File: config.mk
export PLATFORM = sky130hd
export DESIGN_NAME = ps2_host_tx_flat
export DESIGN_NICKNAME = d
export VERILOG_FILES = /design/src/rtl/ps2_pkg.sv /design/src/rtl/ps2_host_tx_if.sv /design/src/rtl/ps2_line_filter.sv /design/src/rtl/ps2_host_tx.sv /design/src/flat_wrapper.sv
export SDC_FILE = /design/constraint.sdc
export NUM_CORES = 1
export LEC_CHECK = 0
export CAP_MARGIN = 20
export CORE_MARGIN = 3
export CORE_UTILIZATION = 50
export CTS_CLUSTER_SIZE = 25
export DETAILED_ROUTE_END_ITERATION = 10
export PLACE_DENSITY = 0.71
export REMOVE_ABC_BUFFERS = 1
export SLEW_MARGIN = 20
export SYNTH_ARGS = -nofsm -noshare
export SYNTH_HDL_FRONTEND = slang
export SYNTH_HIERARCHICAL = 1
export SYNTH_SLANG_ARGS = --single-unit
File: constraint.sdc
create_clock -name clock -period 3.35 [get_ports clock]
set_input_delay 1.005 -clock clock [delete_from_list [all_inputs] [get_ports clock]]
set_output_delay 1.005 -clock clock [all_outputs]
set_load 0.01 [all_outputs]
File: src/rtl/ps2_pkg.sv
// PS/2 host transmitter shared types and constants.
// Also used by the receive-side decoder.
package ps2_pkg;

  typedef enum logic [2:0] {
    IDLE,
    INHIBIT,
    REQ,
    DATA,
    ACK,
    WAIT_IDLE
  } tx_state_t;

  typedef logic [1:0] ps2_err_t;

  localparam ps2_err_t ERR_NONE    = 2'b00;
  localparam ps2_err_t ERR_TIMEOUT = 2'b01;
  localparam ps2_err_t ERR_NOACK   = 2'b10;

  localparam logic [7:0] PS2_CMD_SET_LEDS = 8'hED;
  localparam logic [7:0] PS2_CMD_RESET    = 8'hFF;
  localparam logic [7:0] PS2_ACK          = 8'hFA;

  function automatic logic odd_parity(
    input logic [7:0] d
  );
    return ~^d;
  endfunction

endpackage

File: src/rtl/ps2_host_tx_if.sv
// Command handshake between a requester and the
// PS/2 host transmitter.
interface ps2_host_tx_if;
  import ps2_pkg::*;

  logic       tx_valid;
  logic [7:0] tx_data;
  logic       tx_ready;
  logic       tx_done;
  logic       tx_error;
  ps2_err_t   err_code;
  logic       busy;

  modport master (
    output tx_valid, tx_data,
    input  tx_ready, tx_done, tx_error,
    input  err_code, busy
  );

  modport slave (
    input  tx_valid, tx_data,
    output tx_ready, tx_done, tx_error,
    output err_code, busy
  );

endinterface

File: src/rtl/ps2_line_filter.sv
// Synchronises and debounces one PS/2 line and
// flags the filtered 1->0 transition.
module ps2_line_filter #(
  parameter int FILTER_LEN = 8
) (
  input  logic clock,
  input  logic reset_n,
  input  logic line,
  output logic level,
  output logic fall
);

  localparam int CW = $clog2(FILTER_LEN + 1);
  localparam logic [CW-1:0] CNT_LAST =
    CW'(FILTER_LEN - 1);

  logic [1:0]    sync_ff;
  logic [CW-1:0] cnt;

  // two-flop synchroniser, idles high like the bus
  always_ff @(posedge clock or negedge reset_n) begin
    if (!reset_n) sync_ff <= 2'b11;
    else          sync_ff <= {sync_ff[0], line};
  end

  // level flips after FILTER_LEN disagreeing samples
  always_ff @(posedge clock or negedge reset_n) begin
    if (!reset_n) begin
      level <= 1'b1;
      cnt   <= '0;
      fall  <= 1'b0;
    end else begin
      fall <= 1'b0;
      if (sync_ff[1] == level) begin
        cnt <= '0;
      end else if (cnt == CNT_LAST) begin
        level <= sync_ff[1];
        cnt   <= '0;
        fall  <= ~sync_ff[1];
      end else begin
        cnt <= cnt + CW'(1);
      end
    end
  end

endmodule

File: src/rtl/ps2_host_tx.sv
// PS/2 host-to-device command transmitter driving
// open-collector pull-down enables on both lines.
module ps2_host_tx
  import ps2_pkg::*;
#(
  parameter int INHIBIT_CYCLES = 12_000,
  parameter int TIMEOUT_CYCLES = 1_500_000,
  parameter int FILTER_LEN     = 8
) (
  input  logic          clock,
  input  logic          reset_n,
  ps2_host_tx_if.slave  bus,
  input  logic          ps2_clock_i,
  input  logic          ps2_data_i,
  output logic          ps2_clock_oe,
  output logic          ps2_data_oe
);

  localparam int CNT_MAX =
    (INHIBIT_CYCLES > TIMEOUT_CYCLES) ?
    INHIBIT_CYCLES : TIMEOUT_CYCLES;
  localparam int CW = $clog2(CNT_MAX + 1);

  localparam logic [CW-1:0] INH_LAST =
    CW'(INHIBIT_CYCLES - 1);
  localparam logic [CW-1:0] INH_PRE =
    CW'(INHIBIT_CYCLES - 2);
  localparam logic [CW-1:0] TO_LAST =
    CW'(TIMEOUT_CYCLES - 1);
  localparam logic [CW-1:0] CNT_SAT = CW'(CNT_MAX);
  localparam logic INH_ONE = (INHIBIT_CYCLES == 1);

  tx_state_t     state;
  logic [CW-1:0] cnt;
  logic [CW-1:0] cnt_inc;
  logic [8:0]    shreg;
  logic [3:0]    nbits;

  logic clk_lvl;
  logic clk_fall;
  logic dat_lvl;
  logic data_fall_unused;
  logic accept;
  logic timed;
  logic timeout;

  ps2_line_filter #(
    .FILTER_LEN (FILTER_LEN)
  ) u_clk_filt (
    .clock   (clock),
    .reset_n (reset_n),
    .line    (ps2_clock_i),
    .level   (clk_lvl),
    .fall    (clk_fall)
  );

  ps2_line_filter #(
    .FILTER_LEN (FILTER_LEN)
  ) u_dat_filt (
    .clock   (clock),
    .reset_n (reset_n),
    .line    (ps2_data_i),
    .level   (dat_lvl),
    .fall    (data_fall_unused)
  );

  assign bus.tx_ready = (state == IDLE) && clk_lvl;
  assign bus.busy     = (state != IDLE);
  assign accept       = bus.tx_valid && bus.tx_ready;

  assign timed   = state inside {REQ, DATA, ACK, WAIT_IDLE};
  assign timeout = timed && (cnt == TO_LAST);
  assign cnt_inc = (cnt == CNT_SAT) ? cnt : cnt + CW'(1);

  // sequencer: inhibit, request, shift bits, ack, bus idle
  always_ff @(posedge clock or negedge reset_n) begin
    if (!reset_n) begin
      state        <= IDLE;
      cnt          <= '0;
      shreg        <= '0;
      nbits        <= '0;
      ps2_clock_oe <= 1'b0;
      ps2_data_oe  <= 1'b0;
      bus.tx_done  <= 1'b0;
      bus.tx_error <= 1'b0;
      bus.err_code <= ERR_NONE;
    end else begin
      bus.tx_done  <= 1'b0;
      bus.tx_error <= 1'b0;
      if (timeout) begin
        state        <= IDLE;
        ps2_clock_oe <= 1'b0;
        ps2_data_oe  <= 1'b0;
        bus.tx_error <= 1'b1;
        bus.err_code <= ERR_TIMEOUT;
      end else begin
        unique case (state)
          IDLE: begin
            if (accept) begin
              state        <= INHIBIT;
              cnt          <= '0;
              shreg        <= {odd_parity(bus.tx_data),
                               bus.tx_data};
              ps2_clock_oe <= 1'b1;
              ps2_data_oe  <= INH_ONE;
            end
          end
          INHIBIT: begin
            if (cnt == INH_LAST) begin
              state        <= REQ;
              cnt          <= '0;
              ps2_clock_oe <= 1'b0;
              ps2_data_oe  <= 1'b1;
            end else begin
              cnt <= cnt + CW'(1);
              if (cnt == INH_PRE) ps2_data_oe <= 1'b1;
            end
          end
          REQ: begin
            cnt <= cnt_inc;
            if (clk_fall) begin
              state       <= DATA;
              nbits       <= 4'd1;
              ps2_data_oe <= ~shreg[0];
              shreg       <= {1'b0, shreg[8:1]};
            end
          end
          DATA: begin
            cnt <= cnt_inc;
            if (clk_fall) begin
              if (nbits == 4'd9) begin
                state       <= ACK;
                ps2_data_oe <= 1'b0;
              end else begin
                nbits       <= nbits + 4'd1;
                ps2_data_oe <= ~shreg[0];
                shreg       <= {1'b0, shreg[8:1]};
              end
            end
          end
          ACK: begin
            cnt <= cnt_inc;
            if (clk_fall) begin
              if (!dat_lvl) begin
                state <= WAIT_IDLE;
              end else begin
                state        <= IDLE;
                ps2_clock_oe <= 1'b0;
                ps2_data_oe  <= 1'b0;
                bus.tx_error <= 1'b1;
                bus.err_code <= ERR_NOACK;
              end
            end
          end
          WAIT_IDLE: begin
            cnt <= cnt_inc;
            if (clk_lvl && dat_lvl) begin
              state       <= IDLE;
              bus.tx_done <= 1'b1;
            end
          end
          default: begin
            state        <= IDLE;
            ps2_clock_oe <= 1'b0;
            ps2_data_oe  <= 1'b0;
          end
        endcase
      end
    end
  end

endmodule
File: src/flat_wrapper.sv
// flat-port wrapper written by rule: the top's interface ports become plain ports
module ps2_host_tx_flat import ps2_pkg::*;
#(
  parameter int INHIBIT_CYCLES = 12_000,
  parameter int TIMEOUT_CYCLES = 1_500_000,
  parameter int FILTER_LEN     = 8
)
  (clock, reset_n, ps2_clock_i, ps2_data_i, ps2_clock_oe, ps2_data_oe, bus_tx_valid, bus_tx_data, bus_tx_ready, bus_tx_done, bus_tx_error, bus_err_code, bus_busy);
  ps2_host_tx_if bus_i ();
  input  logic clock;
  input  logic reset_n;
  input  logic ps2_clock_i;
  input  logic ps2_data_i;
  output logic ps2_clock_oe;
  output logic ps2_data_oe;
  input wire logic [$bits(bus_i.tx_valid)-1:0] bus_tx_valid;
  input wire logic [$bits(bus_i.tx_data)-1:0] bus_tx_data;
  output wire logic [$bits(bus_i.tx_ready)-1:0] bus_tx_ready;
  output wire logic [$bits(bus_i.tx_done)-1:0] bus_tx_done;
  output wire logic [$bits(bus_i.tx_error)-1:0] bus_tx_error;
  output wire logic [$bits(bus_i.err_code)-1:0] bus_err_code;
  output wire logic [$bits(bus_i.busy)-1:0] bus_busy;
  assign bus_i.tx_valid = bus_tx_valid;
  assign bus_i.tx_data = bus_tx_data;
  assign bus_tx_ready = bus_i.tx_ready;
  assign bus_tx_done = bus_i.tx_done;
  assign bus_tx_error = bus_i.tx_error;
  assign bus_err_code = bus_i.err_code;
  assign bus_busy = bus_i.busy;
  ps2_host_tx #(.INHIBIT_CYCLES(INHIBIT_CYCLES), .TIMEOUT_CYCLES(TIMEOUT_CYCLES), .FILTER_LEN(FILTER_LEN)) u_core (.clock(clock), .reset_n(reset_n), .bus(bus_i), .ps2_clock_i(ps2_clock_i), .ps2_data_i(ps2_data_i), .ps2_clock_oe(ps2_clock_oe), .ps2_data_oe(ps2_data_oe));
endmodule
* Yosys cells after proc, flatten, opt, wreduce, memory -nomap -nowiden
Cells that the tools add are included.
** Operators by class
- Add/sub/neg operators :: 4
- Equality and inequality tests :: 30
- Multiplexer cells :: 54
- Bitwise operators :: 5
- Reductions and logical operators :: 25
** Operators by type and width (number)
- $mux W21 :: 3
- $pmux W21 S3 :: 1
- $eq A21 B14 Y1 const B :: 2
- $eq A21 B21 Y1 const B :: 2
- $mux W9 :: 4
- $mux W4 :: 7
- $mux W3 :: 9
- $pmux W9 S3 :: 1
- $add A21 B1 Y21 const B :: 1
- $mux W1 :: 21
- $ne A3 B2 Y1 const B :: 6
- $pmux W3 S6 :: 1
- $reduce_and A7 Y1 :: 2
- $add A4 B1 Y4 const B :: 3
- $reduce_and A5 Y1 :: 2
- $reduce_bool A3 Y1 :: 3
- $eq A4 B3 Y1 const B :: 2
- $mux W2 :: 4
- $ne A2 B2 Y1 const B :: 4
- $pmux W4 S2 :: 1
- $reduce_bool A2 Y1 :: 4
- $reduce_xnor A8 Y1 :: 1
- $eq A3 B2 Y1 const B :: 2
- $eq A3 B3 Y1 const B :: 2
- 18 further kinds :: 30
** Storage, ports and cells
- Bits in registers :: 58
- Bits of input ports :: 13
- Logic and storage cells :: 134

* Logic depth before layout (Yosys ltp)
Gate-level depths: netlist (run 1).
- Depth in word-level cells :: 6
- Gate-level depth with buffers :: 9

* Hierarchy
Netlist (run 1), hierarchy kept.
** Modules (own cells, without submodules)
- ps2_host_tx :: times used 1, cells each 292, area an instance 2668.8 µm², sequential area each 1076.0 µm²
- ps2_line_filter (u_core.u_clk_filt) :: times used 1, cells each 21, area an instance 321.6 µm², sequential area each 203.9 µm²
- ps2_line_filter (u_core.u_dat_filt) :: times used 1, cells each 21, area an instance 311.5 µm², sequential area each 203.9 µm²

* Worst setup path after synthesis (run 1)
Ideal clock, no wire load.
- Path type :: reg2reg
- Start :: reg u_core.state[2]
- End :: reg u_core.nbits[0]
- Library setup time :: 0.125 ns
- Arrival time :: 2.565 ns
- Path slack :: 0.660 ns
- Stages on the path, launching flop included :: 8
- Path buffers :: 1
- Period minus slack after synthesis :: 2.690 ns
- Cell sequence :: dfrtp_1 -> clkbuf_1 -> inv_1 -> ha_1 -> or4b_4 -> nor4_4 -> a211o_2 -> mux2_2
** Between the ends
- Longest elaborated chain between the ends :: 5
** RTL lines
- start: declaration :: line ps2_host_tx.sv:33 : tx_state_t state;
- start signal: assignment :: line ps2_host_tx.sv:78 : state <= IDLE;
- start signal: assignment :: line ps2_host_tx.sv:91 : state <= IDLE;
- start signal: assignment :: line ps2_host_tx.sv:100 : state <= INHIBIT;
- $eq A3 B2 Y1 or $eq A3 B3 Y1 (tied branches) :: line ps2_host_tx.sv:71, ps2_host_tx.sv:97
- $reduce_bool A4 Y1 :: line ps2_host_tx.sv:71 : assign timed = state inside {REQ, DATA, ACK, WAIT_IDLE};
- $logic_and A1 B1 Y1 :: line ps2_host_tx.sv:72 : assign timeout = timed && (cnt == TO_LAST);
- $not A1 Y1 (no source line)
- $reduce_and A5 Y1 (no source line)
- end signal: assignment :: line ps2_host_tx.sv:135 : nbits <= nbits + 4'd1;
- end: declaration :: line ps2_host_tx.sv:37 : logic [3:0] nbits;
Several ways; a longest one is shown, not always the timed one.
A chain may end at the register's enable or synchronous reset.

* Final worst setup path (run 1)
- Start :: in bus_tx_valid
- End :: reg u_core.cnt[15]
** Between the ends
- Longest elaborated chain between the ends :: 3
** RTL lines
- start: declaration :: line flat_wrapper.sv:16 : input wire logic [$bits(bus_i.tx_valid)-1:0] bus_tx_valid;
- $logic_and A1 B1 Y1 :: line ps2_host_tx.sv:69 : assign accept = bus.tx_valid && bus.tx_ready;
- $ne A2 B1 Y1 (no source line)
- $reduce_and A4 Y1 (no source line)
- end signal: assignment :: line ps2_host_tx.sv:115 : cnt <= cnt + CW'(1);
- end signal: assignment :: line ps2_host_tx.sv:120 : cnt <= cnt_inc;
- end signal: assignment :: line ps2_host_tx.sv:129 : cnt <= cnt_inc;
- end: declaration :: line ps2_host_tx.sv:34 : logic [CW-1:0] cnt;
Every way passes these cells.

==> flow_summary.toml, run 1 <==
[outcome]
status = "complete, no violations"

[clock_network]
post_cts_buffers = 0
cts_max_level = 3
ctsHoldBuffers = 0
cts_resized = 0
cts_buffers = 9
clk_pin_slew_ns = 0.07
insertion_delay_ns = 0.34
cts_tree = "done"
cts.sinks = 58
cts_buffer_depth = 2
cts_root_buf = "clkbuf_8"

[critical_path]
path_max_fanout = 6
worst_path_max_delay_cell = "a2111oi_0"
required_ns = 3.56
cp_top_family = "compound AO/OA/AOI/OAI gates"
crit_arrival_ns = 3.26
path_class = "in2reg"
crit_buf_inv = 2
max_stage_delay_ns = 0.88
rrSetupSlack_ns = 0.78
worstSetupEndpointType = "flop"
crit_chain = "clkdlybuf4s50_1 -> a2111oi_0 -> nor2_1 -> a21boi_0 -> buf_4 -> nand2_2 -> o311ai_1"
crit_path_start_kind = "input pin"

[die]
start_util_pct = 53.3
num_rows = 28
die_x_um = 86.9
io_pins = 21
dieArea_um2 = 7540
die_h_um = 86.9
core_region_area_um2 = 6130

[grt]
grt_first_pass_wirelength_um = 12000
grt_max_degree = 59
grt.total_usage_pct = 20.5
grt-ovfl-total = 0
antenna_found_initial = 0
grt_pass1_vias = 2464

[routing]
antenna_left = 0
viasPerCell = 6.00
totalWireLength_um = 7140
vias = 2650
route.detailed.drc = 0
drtPass1Iterations = 4
drtIter0Drc = 203
drt-wirelength-per-cell_um = 16.2

[sta]
fmax_mhz = 328
worst_hold_slack_ns = 0.357
period_share_pct = 90.9
tightest_slew_ns = 0.970
finClkSkew_ns = 0.00767
layout_setup_ws_ns = 0.304
slew_headroom_pct = 33.7
final-setup-viol-count = 0
rsz0062_at_grt = "false"
fin_crit_ns = 3.05
drv_slew = 0
hold_viol_final = 0

[placed_design]
pre_cts_ws_ns = -0.0229
gp_congestion = 0.867
placed_area_um2 = 3560
dpl.hpwl_um = 4920
portBuffers = 20

[final_layout]
nets = 384
syn_to_final_growth_pct = 14.4
fill_cells = 515
stdcell_area_um2 = 3740
multi_input_area_um2 = 1720
drive_above_1_share_pct = 13.4
fin_util_pct = 61.0
seq_area_um2 = 1460
n_antenna_cell = 0

[synthesis]
ys_warn_count = 6
netlist_instances = 332
synth.avg_cell_area_um2 = 9.85
netlist_area_um2 = 3270

[power_and_ir_drop]
vdd_ir_drop_max_uv = 495
power_w = 0.00265
p_leak_nw = 1.66
p_per_area_nw_per_um2 = 708

[hold_path]
hold_class = "reg2reg"

[flow_run]
cap_violations = 0
## per-layer routing
metal / share of wire [%] / up-vias / wire length (um) / track usage, %
met2: 47 / 72 / 3360 / 30.3
met3: 5.1 / 8 / 363 / 5.30
met4: 1.2 / 0 / 86 / 8.64
met1: 47 / 1301 / 3340 / 28.5
met5: 0 / - / 0 / 0
li1: - / 1269 / - / -
## power by group
part	internal (W)	switching (W)	leakage [nW]
clock network	0.000284	0.000276	0.0851
registers	0.000869	0.000160	0.746
logic	0.000450	0.000609	0.834
total	0.00160	0.00105	1.66
## layout make-up
type	instances	share of cell area (%)
well taps	75	2.51
multi-input cells	253	46.0
inverters	13	1.30
clock buffers	11	3.78
repair buffers	27	6.62
clock inverters	5	0.803
flip-flops and latches	58	39.0
## path summary, 6_finish.rpt
| path | from | to | depth (start not counted) |
|---|---|---|---|
| setup / recovery | bus_tx_valid | u_core/cnt[15] | 7 |
| max in group asynchronous | reset_n | u_core/cnt[5] | 2 |
| setup reg to reg | u_core/state[1] | u_core/state[0] | 6 |
| min in group asynchronous | reset_n | u_core/cnt[15] | 2 |
| hold reg to reg | u_core/u_clk_filt/sync_ff[0] | u_core/u_clk_filt/sync_ff[1] | 0 |
| hold / removal | u_core/u_clk_filt/sync_ff[0] | u_core/u_clk_filt/sync_ff[1] | 0 |
## registers in the layout, indices dropped and copies added (netlist names), 2 cells and up
name	cells
u_core/u_clk_filt/cnt	4
u_core/u_dat_filt/cnt	4
u_core/u_clk_filt/sync_ff	2
u_core/bus.err_code	2
u_core/u_dat_filt/sync_ff	2
u_core/shreg	9
u_core/nbits	4
u_core/state	3
u_core/cnt	21
## per-stage QoR
step                setup TNS [ns]  cells
finish                           0    442
global route                     0    442
CTS                              0    441
detailed placement         -0.0448    425
global placement                 0    425
floorplan                        0    324
## placed cells by master (no fill, tap or decap), drive strengths merged, types with 4 or more instances in the layout
cell type / n
dfrtp: 52
nor2: 36
nand2: 27
a21oi: 22
clkdlybuf4s50: 19
nand3: 19
inv: 13
o21ai: 13
clkbuf: 11
mux2i: 10
xnor2: 10
ha: 9
nor3: 8
buf: 8
and3: 7
dfstp: 6
nor4: 6
nor2b: 5
nand4: 5
xor2: 5
a22o: 5
nor3b: 5
or3: 4
nand4b: 4
a21o: 4
nand3b: 4
mux2: 4
Note: power is estimated with default switching activity, not from simulation.
==> run 2, diff against run 1 <==
Settings changed: CORE_UTILIZATION 50 to 55, PLACE_DENSITY 0.71 to 0.77, SKIP_LAST_GASP set to 1.
==> run 2 against run 1 <==
Net effect: worst setup slack got worse by 0.0063 ns; critical path depth unchanged; clock power decreased by 6.2%; register-to-register slack got worse by 0.12 ns; routed wire length decreased by 1.1%; fmax decreased by 0.20%; final cell count decreased by 0.90%; critical endpoint unchanged; largest cell class unchanged; highest routed layer unchanged.
==> flow_summary.toml, run 2 (synthesized netlist as in run 1, its figures left out) <==
[outcome]
status = "complete, no violations"

[routing]
antenna_left = 0
viasPerCell = 6.07
drtIter0Drc = 240
vias = 2658
drtPass1Iterations = 4
route.detailed.drc = 0
totalWireLength_um = 7060
drt-wirelength-per-cell_um = 16.1

[placed_design]
dpl.hpwl_um = 4970
dp_cells = 422
gp_congestion = 0.885
portBuffers = 20
pre_cts_ws_ns = -0.0413

[clock_network]
cts_tree = "done"
cts_buffer_depth = 2
cts_resized = 0
cts.sinks = 58
cts_root_buf = "clkbuf_8"
ctsHoldBuffers = 0
cts_buffers = 9
insertion_delay_ns = 0.34
clk_pin_slew_ns = 0.07
cts_max_level = 3
post_cts_buffers = 0

[power_and_ir_drop]
pwr-share-clk_pct = 20.1
share_comb_of_total_power_pct = 40.3
power_w = 0.00261
power_frac_seq_pct = 39.6
p_int_w = 0.00158
p_per_area_nw_per_um2 = 702
vdd_ir_drop_max_uv = 436
p_sw_share_pct = 39.6
p_leak_nw = 1.66
switching_power_w = 0.00103

[final_layout]
multi_input_area_um2 = 1720
fill_cells = 463
largest_register_ffs = 21
n_antenna_cell = 0
nets = 384
regMostFlops = "u_core/cnt"
final_cell_mix = "dfrtp_1, nor2_1, nand2_1"
final_cells = 438
drive_above_1_share_pct = 12.8
syn_to_final_growth_pct = 13.7
final_common_cell = "dfrtp_1"
reg.largest.list = "u_core/cnt (21), u_core/shreg (9)"
seq_area_um2 = 1460

[sta]
worst_hold_slack_ns = 0.359
layout_setup_ws_ns = 0.298
fmax_mhz = 328
final-setup-viol-count = 0
tightest_slew_ns = 1.03
hold_viol_final = 0
slew_headroom_pct = 29.8
finClkSkew_ns = 0.00957
rsz0062_at_grt = "false"
drv_slew = 0
period_share_pct = 91.1
fin_crit_ns = 3.05

[grt]
antenna_found_initial = 0
grt-ovfl-total = 0
grt_max_degree = 22
grt_pass1_vias = 2550
grt.total_usage_pct = 21.8
grt_first_pass_wirelength_um = 12200

[critical_path]
path_max_fanout = 6
crit_path_start_kind = "input pin"
required_ns = 3.56
path_class = "in2reg"
worstSetupEndpointType = "flop"
crit_arrival_ns = 3.26

[die]
io_pins = 21
die_h_um = 83.1
die_x_um = 83.1
core_region_area_um2 = 5640
start_util_pct = 58.0
num_rows = 27
dieArea_um2 = 6910

[flow_run]
cap_violations = 0

[hold_path]
hold_class = "reg2reg"
==> run 2: changes by cell type in the layout (fill, tap and decap cells not counted), sizes merged <==
cell	delta
clkinv	+1
clkinvlp	-2
==> run 2: per-layer routing <==
metal | vias to the layer above | GRT usage, % | share of wire, %
li1 | 1268 | - | -
met1 | 1316 | 29.8 | 48
met2 | 66 | 32.7 | 46
met3 | 8 | 6.15 | 4.2
met4 | 0 | 8.92 | 1.6
met5 | - | 0 | 0
==> run 2: path summary, 6_finish.rpt <==
check / from / endpoint / slack (ns) / cells after the start
worst max-delay path: bus_tx_valid / u_core/cnt[15] / 0.30 / 7
worst min-delay path: u_core/u_dat_filt/sync_ff[0] / u_core/u_dat_filt/sync_ff[1] / 0.36 / 0
worst max register to register: u_core/state[2] / u_core/cnt[10] / 0.66 / 7
worst min register to register: u_core/u_dat_filt/sync_ff[0] / u_core/u_dat_filt/sync_ff[1] / 0.36 / 0
max in group asynchronous: reset_n / u_core/u_clk_filt/sync_ff[0] / 2.05 / 2
min in group asynchronous: reset_n / u_core/u_dat_filt/cnt[2] / 0.61 / 1
==> run 2: stage by stage <==
| step | cell area [um2] | TNS (ns) | util, % |
|---|---|---|---|
| global route | 3720 | 0 | 65.9 |
| detailed placement | 3560 | -0.0768 | 63.1 |
| floorplan | 3230 | 0 | - |
| finish | 3720 | 0 | 65.9 |
| global placement | 3560 | 0 | 63.1 |
| CTS | 3710 | 0 | 65.8 |
==> run 2: final cells by class <==
cell class / count / share of cell area, %
Multi-Input combinational cell: 253 / 46.3
Sequential cell: 58 / 39.2
Timing Repair Buffer: 27 / 6.66
Clock buffer: 11 / 3.53
Tap cell: 72 / 2.42
Inverter: 13 / 1.31
Clock inverter: 4 / 0.539
==> run 2: power by group through the flow <==
stage | sequential, W | combinational, W | clock [W]
after floorplan | 0.00103 | 0.000730 | 0
after global placement | 0.00103 | 0.00101 | 0
after detailed placement | 0.00104 | 0.00104 | 0
after CTS | 0.00103 | 0.00104 | 0.000542
after global routing | 0.00106 | 0.00118 | 0.000571
final | 0.00103 | 0.00105 | 0.000525
==> run 2: worst max-delay path: stages <==
cell	delay [ns]
clkdlybuf4s50_1	0.46
a2111oi_0	0.92
nor2_1	0.25
a21boi_0	0.20
buf_4	0.19
nand2_2	0.12
o311ai_1	0.12
